==> config.mk <==
export PLATFORM = sky130hd
export DESIGN_NAME = booth_seq_ctrl
export DESIGN_NICKNAME = d
export VERILOG_FILES = /design/src/rtl/booth_seq_ctrl.sv
export SDC_FILE = /design/constraint.sdc
export NUM_CORES = 1
export LEC_CHECK = 0
export CORE_ASPECT_RATIO = 1.25
export CORE_UTILIZATION = 58
export CTS_CLUSTER_SIZE = 30
export DETAILED_ROUTE_END_ITERATION = 10
export PLACE_DENSITY = 0.85
export SLEW_MARGIN = 0
export SYNTH_ARGS = -nofsm -noshare
export SYNTH_HDL_FRONTEND = slang
export SYNTH_SLANG_ARGS = --single-unit
==> constraint.sdc <==
create_clock -name clk -period 7.32 [get_ports clk]
set_input_delay 1.098 -clock clk [delete_from_list [all_inputs] [get_ports clk]]
set_output_delay 1.098 -clock clk [all_outputs]
set_load 0.02 [all_outputs]
==> src/rtl/booth_seq_ctrl.sv <==
// rtl/booth_seq_ctrl.sv - iterative radix-2 Booth signed multiplier with valid/ready handshakes
// Runs one Booth add/subtract-and-shift per clock over a shared accumulator and Q register.
module booth_seq_ctrl #(
  parameter int W = 8
) (
  input  logic           clk,
  input  logic           rst_n,
  input  logic           in_valid,
  output logic           in_ready,
  input  logic [W-1:0]   multiplier,
  input  logic [W-1:0]   multiplicand,
  output logic           out_valid,
  input  logic           out_ready,
  output logic [2*W-1:0] product,
  output logic           busy
);

  localparam int CNT_W = $clog2(W) + 1;

  typedef enum logic [1:0] {IDLE, RUN, DONE} state_t;

  state_t           state;
  logic [W:0]       acc;
  logic [W-1:0]     q;
  logic [W-1:0]     m;
  logic             q_1;
  logic [CNT_W-1:0] count;

  logic [W:0]       m_ext;
  logic [W:0]       sum;
  logic [W:0]       acc_nxt;
  logic [W-1:0]     q_nxt;

  // One extra accumulator bit keeps -2^(W-1) multiplicands from overflowing the add/subtract.
  always_comb begin
    m_ext = {m[W-1], m};
    sum   = acc;
    case ({q[0], q_1})
      2'b01:   sum = acc + m_ext;
      2'b10:   sum = acc - m_ext;
      default: sum = acc;
    endcase
    acc_nxt = {sum[W], sum[W:1]};
    q_nxt   = {sum[0], q[W-1:1]};
  end

  always_ff @(posedge clk) begin
    if (!rst_n) begin
      state     <= IDLE;
      acc       <= '0;
      q         <= '0;
      m         <= '0;
      q_1       <= 1'b0;
      count     <= '0;
      product   <= '0;
      out_valid <= 1'b0;
      busy      <= 1'b0;
      in_ready  <= 1'b1;
    end else begin
      case (state)
        IDLE: begin
          if (in_valid) begin
            m        <= multiplicand;
            q        <= multiplier;
            acc      <= '0;
            q_1      <= 1'b0;
            count    <= '0;
            state    <= RUN;
            in_ready <= 1'b0;
            busy     <= 1'b1;
          end
        end
        RUN: begin
          acc   <= acc_nxt;
          q     <= q_nxt;
          q_1   <= q[0];
          count <= count + CNT_W'(1);
          if (count == CNT_W'(W - 1)) begin
            state     <= DONE;
            out_valid <= 1'b1;
            product   <= {acc_nxt[W-1:0], q_nxt};
          end
        end
        DONE: begin
          if (out_ready) begin
            state     <= IDLE;
            out_valid <= 1'b0;
            busy      <= 1'b0;
            in_ready  <= 1'b1;
          end
        end
        default: state <= IDLE;
      endcase
    end
  end

endmodule

==> run_results.csv <==
group,metric,value,unit
routing,vias,2320,
final_layout,design_area,0.00309,sq mm
routing,avgViaCountPerCell,5.74,
routing,drt-total-wl,5.88,mm
logic_synthesis,ys_warn_count,0,
cts,cts_tree,"built",
timing,setup_slack,4.56,ns
pwr,power_density,212,mW/mm^2
cts,cts_root_buf,"clkbuf_8",
status,status,"complete, no violations",
cts,cts_hold_buffers,0,
timing,slew_headroom,39.2,%
logic_synthesis,async_flop_share,0,%
timing,fin_crit_sh,37.7,%
pwr,leakagePower,1.16,nW
placed_design,dpl.hpwl,4.08,mm
global_route,grt_pass1_vias,2189,
placed_design,dpl-instance-area,0.00297,sq mm
setup_path,path_cells,"ha_1 > mux2i_1 > fa_1 > a211oi_2 > nor2_1 > or4b_1 > a21oi_1 > o21ai_0 > a21boi_1",
logic_synthesis,synth_enable_flop_cells,0,
setup_path,slowest_delay,0.49,ns
flow_run,max_cap_violations,0,
global_route,grt_use_total,27.4,%
floorplan,die_h,76.8,microns
cts,clock-sinks,50,
final_layout,antennaDiodeCount,0,
routing,drc_errors,0,
logic_synthesis,synth_area_leaders,"dfxtp_1 (39%), nand2_1 (7.5%), nor2_1 (5.6%)",
final_layout,drive_above_1_share,5.17,%
min_path,min_path_type,"reg2reg",
cts,clock_latency,0.32,ns
global_route,grt_first_pass_wirelength,9.77,mm
floorplan,placementRows,26,
placed_design,gp_congestion,0.903,
logic_synthesis,syn_inst,318,
cts,ctsResizeCount,0,
setup_path,path_max_fanout,8,
cts,cts_setup_buffers,0,
logic_synthesis,seq_area_frac_synth,38.5,%
setup_path,crit_type,"reg2reg",
timing,rsz0062_at_grt,"false",
timing,fin_tns_setup,0,ns
setup_path,start_kind,"register",
final_layout,area_delta_synth_final,18.9,%
floorplan,dieWidth,61.9,microns
logic_synthesis,synth_top_area_share,38.5,%
logic_synthesis,ys_ff_latch,50,
logic_synthesis,syn-num-nets,350,
timing,timing.fmax,0.363,GHz
routing,wl_per_cell,14.5,microns
floorplan,core,0.00420,sq mm
setup_path,arrival,3.01,ns
global_route,antenna_found_initial,0,
logic_synthesis,yosysUniqueCellTypes,48,
cts,clk_pin_slew,0.10,ns
logic_synthesis,synthFlopType,"dfxtp_1",
timing,clock_skew,0.00715,ns
placed_design,pre_cts_ws,4.62,ns
timing,slew_violations,0,
setup_path,cp_slowest_cell,"fa_1",
routing,drtIter0Drc,155,
logic_synthesis,syn_avg_cell_area,8.17,sq um
cts,cts_buffers,5,
timing,setup_viol,0,
pwr,vdd_ir_drop_max,0.000162,V
cts,htree_levels,2,
logic_synthesis,yosysTopAreaCell,"dfxtp_1",
final_layout,layout.nets,379,
setup_path,crit_required,7.57,ns
timing,min_period,2.76,ns
timing,hold_viol,0,
floorplan,die-area,0.00475,sq mm
floorplan,start_util,61.9,%
global_route,grt_overflow,0,
logic_synthesis,syn_area,0.00260,sq mm
floorplan,ios,39,
timing,worst_pin_slew,0.909,ns
cts,clock_path_buffers,2,
setup_path,cp-end-kind,"register",
routing,postRouteAntennaNets,0,
global_route,grt_max_degree,54,
routing,drtPass1Iterations,4,
placed_design,io_buffers,38,
==> per-layer routing <==
metal / wire, microns / GRT usage (%)
met4: 99 / 12.9
met5: 0 / 0
met2: 2970 / 43.5
met3: 267 / 6.07
met1: 2550 / 34.0
==> Yosys cell counts (3+ instances only) <==
cell / n
o21ai_0: 21
o21a_1: 3
o221ai_1: 7
dfxtp_1: 50
nand2b_1: 3
a21boi_0: 19
nor2b_1: 8
a31oi_1: 4
clkbuf_1: 13
ha_1: 11
nor2_1: 39
xnor2_1: 8
mux2i_1: 5
or2_2: 4
inv_1: 9
a22oi_1: 5
nor3_1: 4
nand2_1: 52
a21oi_1: 12
==> stage by stage <==
| step | total power [mW] | hold WS (ns) | util, % | instances |
|---|---|---|---|---|
| 2_1_floorplan | 0.416 | 0.448 | - | 318 |
| 3_3_place_gp | 0.448 | 0.442 | 70.8 | 396 |
| 3_5_place_dp | 0.452 | 0.455 | 70.8 | 396 |
| 4_1_cts | 0.655 | 0.470 | 73.6 | 404 |
| 5_1_grt | 0.684 | 0.491 | 73.6 | 404 |
| 6_report | 0.654 | 0.465 | 73.6 | 404 |
==> cell families (layout without fill, tap and decap cells) <==
group / after synthesis / after routing / synth area share [%]
xor+xnor: 9 / 9 / 3.03
buf+inv: 27 / 57 / 4.82
compound gates: 89 / 89 / 23.4
fa+ha+maj: 12 / 12 / 6.07
simple gates: 126 / 126 / 22.3
flops: 50 / 50 / 38.5
mux: 5 / 5 / 1.93
==> final timing paths <==
| kind | startpoint | endpoint | slack, ns | depth (start not counted) |
|---|---|---|---|---|
| max | q[0] | product[13] | 4.56 | 9 |
| min | product[9] | product[9] | 0.47 | 2 |
| max reg2reg | q[0] | product[13] | 4.56 | 9 |
| min reg2reg | product[9] | product[9] | 0.47 | 2 |
==> worst max-delay path: cells and delay by family (launching register included) <==
family,cells,cell delay [ns]
adder cells (fa/ha/maj),2,0.85
AND/OR/NAND/NOR,2,0.60
AO/OA/AOI/OAI,4,0.70
multiplexers,1,0.17
flip-flops,1,0.39
==> placed cells by master (no fill, tap or decap), drive strengths merged, types with 4 or more instances in the layout <==
cell type / netlist / routed
xnor2: 8 / 8
clkdlybuf4s50: 0 / 38
a31oi: 4 / 4
a21boi: 21 / 21
a21oi: 12 / 12
nor2b: 8 / 8
mux2i: 5 / 5
o21ai: 22 / 22
dfxtp: 50 / 50
a22oi: 5 / 5
nor3: 4 / 4
inv: 9 / 11
nand2: 53 / 53
nor2: 39 / 39
o221ai: 7 / 7
ha: 11 / 11
clkbuf: 13 / 5
or2: 4 / 4
==> state kept, by name, summed over array words and instances (netlist names) <==
name and count:
product 16, q_1 1, in_ready 1, acc 8
state 2, busy 1, out_valid 1, m 8
count 4, q 8
==> power by group <==
part,leakage (nW),internal [mW],switching (mW)
Clock,0.0591,0.104,0.100
Combinational,0.692,0.0698,0.0839
Sequential,0.407,0.283,0.0120
==> final cells by class <==
cell class / count / area, sq um
Inverter: 9 / 33.8
Fill cell: 322 / 1110
Sequential cell: 50 / 1000
Timing Repair Buffer: 40 / 395
Clock inverter: 3 / 47.5
Multi-Input combinational cell: 241 / 1470
Clock buffer: 5 / 68.8
Tap cell: 56 / 70.1
No activity file was read; power rests on OpenSTA's default activity.
